### src/rtl/sram_cfg_writer_if.sv
// SRAM pin bundle between the settings writer and the top-level SRAM mux.
// The master drives address/control/data; the slave returns read data.
interface sram_cfg_writer_if;
  logic        own;
  logic [20:0] sramA;
  logic        sramWe;
  logic        sramDoEn;
  logic [7:0]  sramDo;
  logic [7:0]  sramDi;

  modport master (
    output own,
    output sramA,
    output sramWe,
    output sramDoEn,
    output sramDo,
    input  sramDi
  );

  modport slave (
    input  own,
    input  sramA,
    input  sramWe,
    input  sramDoEn,
    input  sramDo,
    output sramDi
  );
endinterface

### src/rtl/sram_cfg_writer.sv
// Writes the scandoubler settings byte to SRAM between Z80 memory cycles,
// verifies it by read-back and retries a bounded number of times.
module sram_cfg_writer #(
  parameter logic [20:0] ADDR        = 21'h08FD5,
  parameter logic [5:0]  FILL        = 6'h00,
  parameter int          SETUP_CYC   = 1,
  parameter int          WE_CYC      = 2,
  parameter int          RETRIES     = 2,
  parameter int          BUS_TIMEOUT = 255
) (
  input  logic             clock,
  input  logic             reset,
  input  logic             ce,
  input  logic             req,
  input  logic [1:0]       cfg,
  input  logic             mreq,
  output logic             busy,
  output logic             done,
  output logic             err,
  output logic             hold,
  sram_cfg_writer_if.master sram
);

  typedef enum logic [2:0] {
    S_IDLE,
    S_WAIT_BUS,
    S_SETUP,
    S_WRITE,
    S_HOLD,
    S_VERIFY,
    S_DONE,
    S_ERR
  } state_t;

  localparam logic [7:0] SETUP_LAST = 8'(SETUP_CYC - 1);
  localparam logic [7:0] WE_LAST    = 8'(WE_CYC - 1);
  localparam logic [7:0] TMO_LAST   = 8'(BUS_TIMEOUT - 1);
  localparam logic [2:0] RETRY_MAX  = 3'(RETRIES);

  state_t      state_q, state_d;
  logic [7:0]  cnt_q, cnt_d;
  logic [2:0]  retry_q, retry_d;
  logic [1:0]  cfg_q, cfg_d;
  logic        err_q, err_d;
  logic        own_q, own_d;
  logic        we_q, we_d;
  logic        doen_q, doen_d;
  logic        busy_q, busy_d;
  logic        done_q, done_d;
  logic [20:0] a_q, a_d;
  logic [7:0]  do_q, do_d;
  logic [7:0]  wr_byte;

  assign wr_byte = {FILL, cfg_q};

  always_comb begin
    state_d = state_q;
    cnt_d   = cnt_q;
    retry_d = retry_q;
    cfg_d   = cfg_q;
    err_d   = err_q;
    unique case (state_q)
      S_IDLE: begin
        if (ce && req) begin
          cfg_d   = cfg;
          err_d   = 1'b0;
          retry_d = 3'd0;
          cnt_d   = 8'd0;
          state_d = S_WAIT_BUS;
        end
      end
      S_WAIT_BUS: begin
        if (ce) begin
          if (mreq) begin
            cnt_d   = 8'd0;
            state_d = S_SETUP;
          end else if (cnt_q == TMO_LAST) begin
            cnt_d   = 8'd0;
            state_d = S_ERR;
          end else begin
            cnt_d = cnt_q + 8'd1;
          end
        end
      end
      S_SETUP: begin
        if (ce) begin
          if (cnt_q == SETUP_LAST) begin
            cnt_d   = 8'd0;
            state_d = S_WRITE;
          end else begin
            cnt_d = cnt_q + 8'd1;
          end
        end
      end
      S_WRITE: begin
        if (ce) begin
          if (cnt_q == WE_LAST) begin
            cnt_d   = 8'd0;
            state_d = S_HOLD;
          end else begin
            cnt_d = cnt_q + 8'd1;
          end
        end
      end
      S_HOLD: begin
        if (ce) begin
          cnt_d   = 8'd0;
          state_d = S_VERIFY;
        end
      end
      S_VERIFY: begin
        // first tick lets the bus turn around; read on the second
        if (ce) begin
          if (cnt_q == 8'd0) begin
            cnt_d = 8'd1;
          end else begin
            cnt_d = 8'd0;
            if (sram.sramDi == wr_byte) begin
              state_d = S_DONE;
            end else if (retry_q < RETRY_MAX) begin
              retry_d = retry_q + 3'd1;
              state_d = S_SETUP;
            end else begin
              state_d = S_ERR;
            end
          end
        end
      end
      // done must stay exactly one clock wide regardless of ce
      S_DONE: state_d = S_IDLE;
      S_ERR: begin
        if (ce) state_d = S_IDLE;
      end
      default: state_d = S_IDLE;
    endcase
    if (state_d == S_ERR) err_d = 1'b1;
  end

  // pins are registered from the next state so they never glitch
  always_comb begin
    own_d  = state_d inside {S_SETUP, S_WRITE, S_HOLD, S_VERIFY};
    doen_d = state_d inside {S_SETUP, S_WRITE, S_HOLD};
    we_d   = (state_d != S_WRITE);
    busy_d = state_d inside {S_WAIT_BUS, S_SETUP, S_WRITE,
                             S_HOLD, S_VERIFY};
    done_d = (state_d == S_DONE);
    a_d    = own_d ? ADDR : 21'd0;
    do_d   = doen_d ? {FILL, cfg_d} : 8'd0;
  end

  always_ff @(posedge clock) begin
    if (reset) begin
      state_q <= S_IDLE;
      cnt_q   <= 8'd0;
      retry_q <= 3'd0;
      cfg_q   <= 2'd0;
      err_q   <= 1'b0;
      own_q   <= 1'b0;
      we_q    <= 1'b1;
      doen_q  <= 1'b0;
      busy_q  <= 1'b0;
      done_q  <= 1'b0;
      a_q     <= 21'd0;
      do_q    <= 8'd0;
    end else begin
      state_q <= state_d;
      cnt_q   <= cnt_d;
      retry_q <= retry_d;
      cfg_q   <= cfg_d;
      err_q   <= err_d;
      own_q   <= own_d;
      we_q    <= we_d;
      doen_q  <= doen_d;
      busy_q  <= busy_d;
      done_q  <= done_d;
      a_q     <= a_d;
      do_q    <= do_d;
    end
  end

  assign busy          = busy_q;
  assign hold          = busy_q;
  assign done          = done_q;
  assign err           = err_q;
  assign sram.own      = own_q;
  assign sram.sramA    = a_q;
  assign sram.sramWe   = we_q;
  assign sram.sramDoEn = doen_q;
  assign sram.sramDo   = do_q;

endmodule

### src/flat_wrapper.sv
// flat-port wrapper written by rule: the top's interface ports become plain ports
module sram_cfg_writer_flat 
#(
  parameter logic [20:0] ADDR        = 21'h08FD5,
  parameter logic [5:0]  FILL        = 6'h00,
  parameter int          SETUP_CYC   = 1,
  parameter int          WE_CYC      = 2,
  parameter int          RETRIES     = 2,
  parameter int          BUS_TIMEOUT = 255
)
  (clock, reset, ce, req, cfg, mreq, busy, done, err, hold, sram_own, sram_sramA, sram_sramWe, sram_sramDoEn, sram_sramDo, sram_sramDi);
  sram_cfg_writer_if sram_i ();
  input  logic clock;
  input  logic reset;
  input  logic ce;
  input  logic req;
  input  logic [1:0] cfg;
  input  logic mreq;
  output logic busy;
  output logic done;
  output logic err;
  output logic hold;
  output wire logic [$bits(sram_i.own)-1:0] sram_own;
  output wire logic [$bits(sram_i.sramA)-1:0] sram_sramA;
  output wire logic [$bits(sram_i.sramWe)-1:0] sram_sramWe;
  output wire logic [$bits(sram_i.sramDoEn)-1:0] sram_sramDoEn;
  output wire logic [$bits(sram_i.sramDo)-1:0] sram_sramDo;
  input wire logic [$bits(sram_i.sramDi)-1:0] sram_sramDi;
  assign sram_own = sram_i.own;
  assign sram_sramA = sram_i.sramA;
  assign sram_sramWe = sram_i.sramWe;
  assign sram_sramDoEn = sram_i.sramDoEn;
  assign sram_sramDo = sram_i.sramDo;
  assign sram_i.sramDi = sram_sramDi;
  sram_cfg_writer #(.ADDR(ADDR), .FILL(FILL), .SETUP_CYC(SETUP_CYC), .WE_CYC(WE_CYC), .RETRIES(RETRIES), .BUS_TIMEOUT(BUS_TIMEOUT)) u_core (.clock(clock), .reset(reset), .ce(ce), .req(req), .cfg(cfg), .mreq(mreq), .busy(busy), .done(done), .err(err), .hold(hold), .sram(sram_i));
endmodule
### config.mk
export PLATFORM = sky130hd
export DESIGN_NAME = sram_cfg_writer_flat
export DESIGN_NICKNAME = d
export VERILOG_FILES = /design/src/rtl/sram_cfg_writer_if.sv /design/src/rtl/sram_cfg_writer.sv /design/src/flat_wrapper.sv
export SDC_FILE = /design/constraint.sdc
export NUM_CORES = 1
export LEC_CHECK = 0
export CAP_MARGIN = 5
export CORE_MARGIN = 3
export CORE_UTILIZATION = 49
export DETAILED_ROUTE_END_ITERATION = 16
export GPL_ROUTABILITY_DRIVEN = 0
export HOLD_SLACK_MARGIN = 0.03
export PLACE_DENSITY_LB_ADDON = 0.12
export SLEW_MARGIN = 20
export SYNTH_ARGS = -nofsm -noshare
export SYNTH_HDL_FRONTEND = slang
export SYNTH_SLANG_ARGS = --single-unit
### constraint.sdc
create_clock -name clock -period 3.6 [get_ports clock]
set_input_delay 0.36 -clock clock [delete_from_list [all_inputs] [get_ports clock]]
set_output_delay 0.36 -clock clock [all_outputs]
set_load 0.01 [all_outputs]
==> results of run 1 <==
sequential cells by signal (all words and copies together), names as in the netlist, 2 cells and up:
name and flops:
u_core.retry_q 3, u_core.cfg_q 2, u_core.state_q 3, u_core.sram.sramDo 2
u_core.cnt_q 8
worst max-delay path: cells and delay by family:
kind                   cells  cell delay (ns)
buffers and inverters      1             0.67
AND/OR/NAND/NOR            3             0.70
AO/OA/AOI/OAI              3             0.52
report_power, final:
part           internal [mW]  switching, mW
Combinational         0.0927         0.0868
Clock                  0.113         0.0834
Sequential             0.279         0.0173
Total                  0.484          0.188
stage by stage:
stage / hold slack [ns] / total power [mW] / instances
finish: 0.505 / 0.672 / 241
global route: 0.543 / 0.709 / 241
CTS: 0.510 / 0.677 / 241
detailed placement: 0.491 / 0.481 / 237
global placement: 0.485 / 0.477 / 237
floorplan: 0.465 / 0.441 / 198
path summary, 6_finish.rpt:
path                   start  cells after the start                 end  slack (ns)
max                       ce                      7  u_core.sram.sramWe        1.56
min               u_core.err                      2          u_core.err        0.51
max reg2reg  u_core.cnt_q[0]                      8         u_core.busy        1.63
min reg2reg       u_core.err                      2          u_core.err        0.51
synth_stat cells, types with 2 or more instances:
master	n	area share [%]
buf_4	30	15
nand2b_1	5	2.0
xnor2_1	4	2.3
a21oi_1	7	2.3
dfxtp_1	24	31
nand3_1	6	1.9
nor3_1	5	1.6
inv_1	2	0.49
a21boi_1	3	1.5
xor2_1	2	1.1
mux2i_1	2	1.3
ha_1	5	4.1
nand2_1	11	2.7
nand3_2	2	1.3
nand4_1	4	1.6
nor2_1	18	4.4
nand3b_1	5	2.4
and3_1	4	1.6
clkbuf_1	2	0.49
buf_2	2	0.65
a21o_1	2	0.97
o311ai_0	2	1.1
nor2b_1	6	2.4
o21ai_0	6	1.9
routing by layer:
layer | global-route usage, % | share of wire (%)
met1 | 22.7 | 48
met2 | 25.4 | 46
met3 | 2.48 | 6.0
met4 | 7.27 | 0.62
met5 | 0 | 0
area by class of cell:
type	count	area, um^2
clock buffer	3	22.5
timing repair buffer	33	330
fill	249	1090
clock inverter	1	30.0
inverter	2	7.51
tap	42	52.6
sequential	24	480
multi-input combinational	136	861
cells in the final DEF (no fill, tap or decap), types with 2 or more instances in the layout:
| cell | netlist | routed |
|---|---|---|
| clkdlybuf4s50_1 | 0 | 33 |
| dfxtp_1 | 24 | 24 |
| nor2_1 | 18 | 18 |
| conb_1 | 1 | 17 |
| nand2_1 | 11 | 11 |
| a21oi_1 | 7 | 7 |
| nor2b_1 | 6 | 6 |
| nand3_1 | 6 | 6 |
| o21ai_0 | 6 | 6 |
| nor3_1 | 5 | 5 |
| nand3b_1 | 5 | 5 |
| nand2b_1 | 5 | 5 |
| ha_1 | 5 | 5 |
| and3_1 | 4 | 4 |
| xnor2_1 | 4 | 4 |
| nand4_1 | 4 | 4 |
| a21boi_1 | 3 | 3 |
| clkbuf_4 | 0 | 3 |
| inv_1 | 2 | 2 |
| nand3_2 | 2 | 2 |
| a21o_1 | 2 | 2 |
| xor2_1 | 2 | 2 |
| o311ai_0 | 2 | 2 |
| mux2i_1 | 2 | 2 |
cells by family after synthesis:
| logic type | synth area share, % |
|---|---|
| fa+ha+maj | 4.06 |
| mux | 2.03 |
| xor+xnor | 3.41 |
| simple gates | 27.9 |
| compound gates | 14.3 |
| flops | 31.2 |
| other cells | 0.243 |
| buf+inv | 16.8 |
==> impl_results.md, run 1 <==
* EDFF count, synth at 0
* Worst setup EP type: flop
* H-tree levels at 1
* Skew-Pair Late Insertion Delay at 0.31 ns
* Ant. Diodes at 0
* Routed len/inst at roughly 13 um
* Fraction of registers with async set/reset at 0%
* Avg Inst Size Synth at 8.46 um^2
* Rel. slew slack at 54.5%
* Post-synthesis sequential area ratio at a little under a third
* DRC at 0
* Share of cells above drive strength 1 at 7.04%
* Clk pin slew, worst setup/hold paths at 0.14 ns
* Cts repair resizes at 0
* Final setup fails at 0
* FMAX at 0.491 GHz
* Unrepaired setup endpoints after global routing: false
* Leak at 0.679 nW
* Vias in the first global route at 1052
* Area delta synth->final at 15.8%
* CP Launch Type: input port
* Die area at 3850 um^2
* Final Hold Violating Endpoints at 0
* Peak supply drop at 0.218 mV
* Post-route ant nets at 0
* Fin. max-slew vios at 0
* Tightest Pin Transition at 0.680 ns
* CP arrival at 2.26 ns
* CTS Sinks at 24
* Setup repair bufs after CTS at 0
* FP Rows at 19
* Max Cap Violations at 0
* Synth warnings at 0
* Run status: finished, final reports clean
* #FFs+latches synth at 24
* Final HPWL DP at 2320 um
* Post-layout util at 62.0%
* Kind of critical path: input port to flop
* Layout Nets at between 200 and 250
* Pre-CTS setup slack at 1.24 ns
* DIE WIDTH at 62.1 um
* Critical path required time at ~3.8 ns
* Initial antenna violation count at 0
* Detailed Routing Iterations Pass 1 at 5
* Final worst path period need at about 2.0 ns
* TritonCTS clock tree: yes
* CP max-delay cell: clkdlybuf4s50_1
* Clock buffer depth at 2
* CP max FO at 11
* I/O Pins at 51
* Core area at 2880 um^2
* Final WL at 3070 um
* Vias at approximately 1200
* Total grt overflow at 0
* Dominant synthesized flop cell: dfxtp_1
* Cts hold-fix bufs at 0
* Fin area at 1780 um^2
* Die height at 62.1 um
* PnR worst setup slack at between 1.5 and 2 ns
* Vias per inst at around 5.1
* Dpl cell area at 1730 um^2
* Drt initial violations at 31
* Total Neg Setup Slack at 0 ns
* Fin Clk Skew at 0.000702 ns
* First-pass GRT wire length at 4720 um
* Cell Pwr Density at 376 nW/um^2
* Cells after synthesis at 182
* Tcrit/Tclk final at between 50% and 60%
* GR Util All Layers at 16.5%
* Max incr delay on CP at 0.67 ns
* Worst hold path type: flop to flop
* Clock buffer count from CTS at 3
* Distinct cells, synth at 47
* PortBufs at 33
* Starting Density at 53.5%
* Crit-path cells: clkdlybuf4s50_1 -> nor2b_1 -> a21o_1 -> a32oi_1 -> o211ai_2 -> or3_4 -> nand2b_1
* CTS Root Cell: clkbuf_4
* Pin count of the biggest net entering global routing at 20
* Post-Synthesis Cell Area at 1540 um^2
No activity file was read; power rests on OpenSTA's default activity.
==> run 2, diff against run 1 <==
Settings changed: CORE_UTILIZATION 49 to 41.
Clock period 3.6 ns to 1.7 ns, I/O delays scaled along.
==> run 2 against run 1 <==
Net effect: count of clock-buffer cells in the layout increased by 1; worst hold slack lost 0.013 ns; global-route usage fell by 0.57 points; critical endpoint unchanged; the flow now finishes with violations (negative setup slack); utilization increased by 1.1 points.
==> impl_results.md, run 2 (synthesized netlist as in run 1, its figures left out) <==
* Run status: finished with violations
* Failing checks: negative setup slack
* Clock buffer count from CTS at 3
* H-tree levels at 1
* Vias per inst at just under 5
* CP arrival at 1.90 ns
* Die height at 67.3 um
* FMAX at between 0.5 and 0.6 GHz
* Final HPWL DP at 2690 um
* Tcrit/Tclk final at 102%
* Crit-path cells: inv_4 -> ha_4 -> nand4_1 -> nor2_2 -> a32oi_2 -> o211ai_2 -> or3_4 -> nand2b_4
* Drt initial violations at 34
* CTS Sinks at 24
* Post-route ant nets at 0
* Peak supply drop at 0.551 mV
* Fin Clk Skew at 0.00310 ns
* Worst setup EP type: flop
* Total chip power at approximately 1.5 mW
* CP Launch Type: flop
* Area delta synth->final at 42.2%
* Leak at 0.896 nW
* R2R setup slack at -0.04 ns
* Most frequent cells in the layout: clkdlybuf4s50_1, buf_4, conb_1
* FP Rows at 21
* Final WL at around 3500 um
* Vias in the first global route at between 1000 and 1500
* Fin. max-slew vios at 0
* Initial antenna violation count at 0
* CP max FO at 6
* Unrepaired setup endpoints after global routing: true
* Final Hold Violating Endpoints at 0
* R2R Path End: u_core.sram.sramWe
* Worst reg2reg path startpoint: u_core.cnt_q[0]
* DRC at 0
* Met2 GRT Util at 30.7%
* Cts hold-fix bufs at 0
* Total grt overflow at 0
* Skew-Pair Late Insertion Delay at about 0.26 ns
* Clock buffer depth at 2
* First-pass GRT wire length at 5600 um
* Worst hold path type: flop to flop
* Largest register FFs at 8
* Core area at 3470 um^2
* Ant. Diodes at 0
* Crit path to: u_core.sram.sramWe
* Largest registers: u_core.cnt_q x8, u_core.retry_q x3, u_core.state_q x3
* Kind of critical path: flop to flop
* Die area at between 4000 and 5000 um^2
* Critical path required time at between 1.5 and 2 ns
* CP max-delay cell: or3_4
* Max incr delay on CP at 0.42 ns
* Grt met1 use at 16.7%
* Crit. Startpoint: u_core.cnt_q[0]
* Layout Nets at around 250
* Busiest layer in global routing: met2
* Routed len/inst at 12.7 um
* Clk pin slew, worst setup/hold paths at 0.08 ns
* Share of cells above drive strength 1 at roughly 31%
* Met3 usage at 3.66%
* I/O Pins at 51
* PnR worst setup slack at -0.0389 ns
* Vias at 1363
* GR Util All Layers at 15.9%
* Max Cap Violations at 0
* Final setup fails at 4
* Final worst path period need at 1.74 ns
* Pin count of the biggest net entering global routing at 14
* Post-layout util at 63.2%
* Cell Pwr Density at 697 nW/um^2
* DIE WIDTH at 67.3 um
* Commonest non-fill, non-tap cell in the layout: clkdlybuf4s50_1
* Starting Density at 44.4%
* Largest reg by FF count: u_core.cnt_q
* TritonCTS clock tree: yes
* R2R depth at 8
* CTS Root Cell: clkbuf_8
* PortBufs at 33
* Detailed Routing Iterations Pass 1 at 4
-- run 2: cell count changes in the layout (fill, tap and decap cells not counted), sizes merged --
| cell | before | now |
|---|---|---|
| buf | 0 | 29 |
| bufinv | 1 | 0 |
| clkbuf | 3 | 4 |
| clkdlybuf4s50 | 33 | 32 |
| dlymetal6s2s | 0 | 1 |
-- run 2: routing by layer --
metal | up-vias | part of all wire (%)
met3 | 7 | 5.5
li1 | 678 | -
met4 | 0 | 1.5
met5 | - | 0
met1 | 638 | 40
met2 | 40 | 53
-- run 2: per-stage QoR --
stage | instance area, um^2 | std cells | worst slack, ns | hold WS, ns | TNS, ns
after floorplan | 1610 | 198 | 0.00714 | 0.345 | 0
after global placement | 1910 | 263 | -0.228 | 0.462 | -1.74
after detailed placement | 1910 | 263 | -0.251 | 0.468 | -2.56
after CTS | 2060 | 273 | -0.0642 | 0.497 | -0.174
after global routing | 2190 | 274 | -0.116 | 0.516 | -0.694
final | 2190 | 274 | -0.0389 | 0.492 | -0.0508
-- run 2: what timing repair did --
item	4_1_cts	5_1_grt
gates resized for setup	12	30
buffers inserted	6	1
pin swaps	15	9
endpoints found under the hold margin	0	0
endpoints found under the setup margin	11	16
-- run 2: worst min path at each step --
| stage | slack, ns | cells past startpoint | to | from |
|---|---|---|---|---|
| 2_1_floorplan | 0.34 | 2 | u_core.cfg_q[0] | cfg[0] |
| 3_3_place_gp | 0.46 | 2 | u_core.cnt_q[1] | u_core.cnt_q[1] |
| 3_5_place_dp | 0.47 | 2 | u_core.cnt_q[1] | u_core.cnt_q[1] |
| 4_1_cts | 0.50 | 2 | u_core.err | u_core.err |
| 5_1_grt | 0.52 | 2 | u_core.err | u_core.err |
| 6_report | 0.49 | 2 | u_core.err | u_core.err |
-- run 2: final cells by class --
cell class | count | area [um^2]
flip-flops and latches | 24 | 494
clock buffers | 4 | 55.1
well taps | 46 | 57.6
repair buffers | 62 | 558
multi-input cells | 136 | 1010
fillers | 314 | 1280
inverters | 2 | 12.5
-- run 2: power by group --
part / switching [mW] / internal (mW) / total (mW)
clock: 0.169 / 0.206 / 0.375
sequential: 0.0294 / 0.590 / 0.620
combinational: 0.238 / 0.296 / 0.533
total: 0.436 / 1.09 / 1.53
-- run 2: critical path, delay by kind of cell, from the launching register on --
kind | cells | cell delay, ns
buffers and inverters | 1 | 0.05
AND/OR/NAND/NOR | 4 | 0.76
AO/OA/AOI/OAI | 2 | 0.32
adder cells (fa/ha/maj) | 1 | 0.15
flip-flops | 1 | 0.36
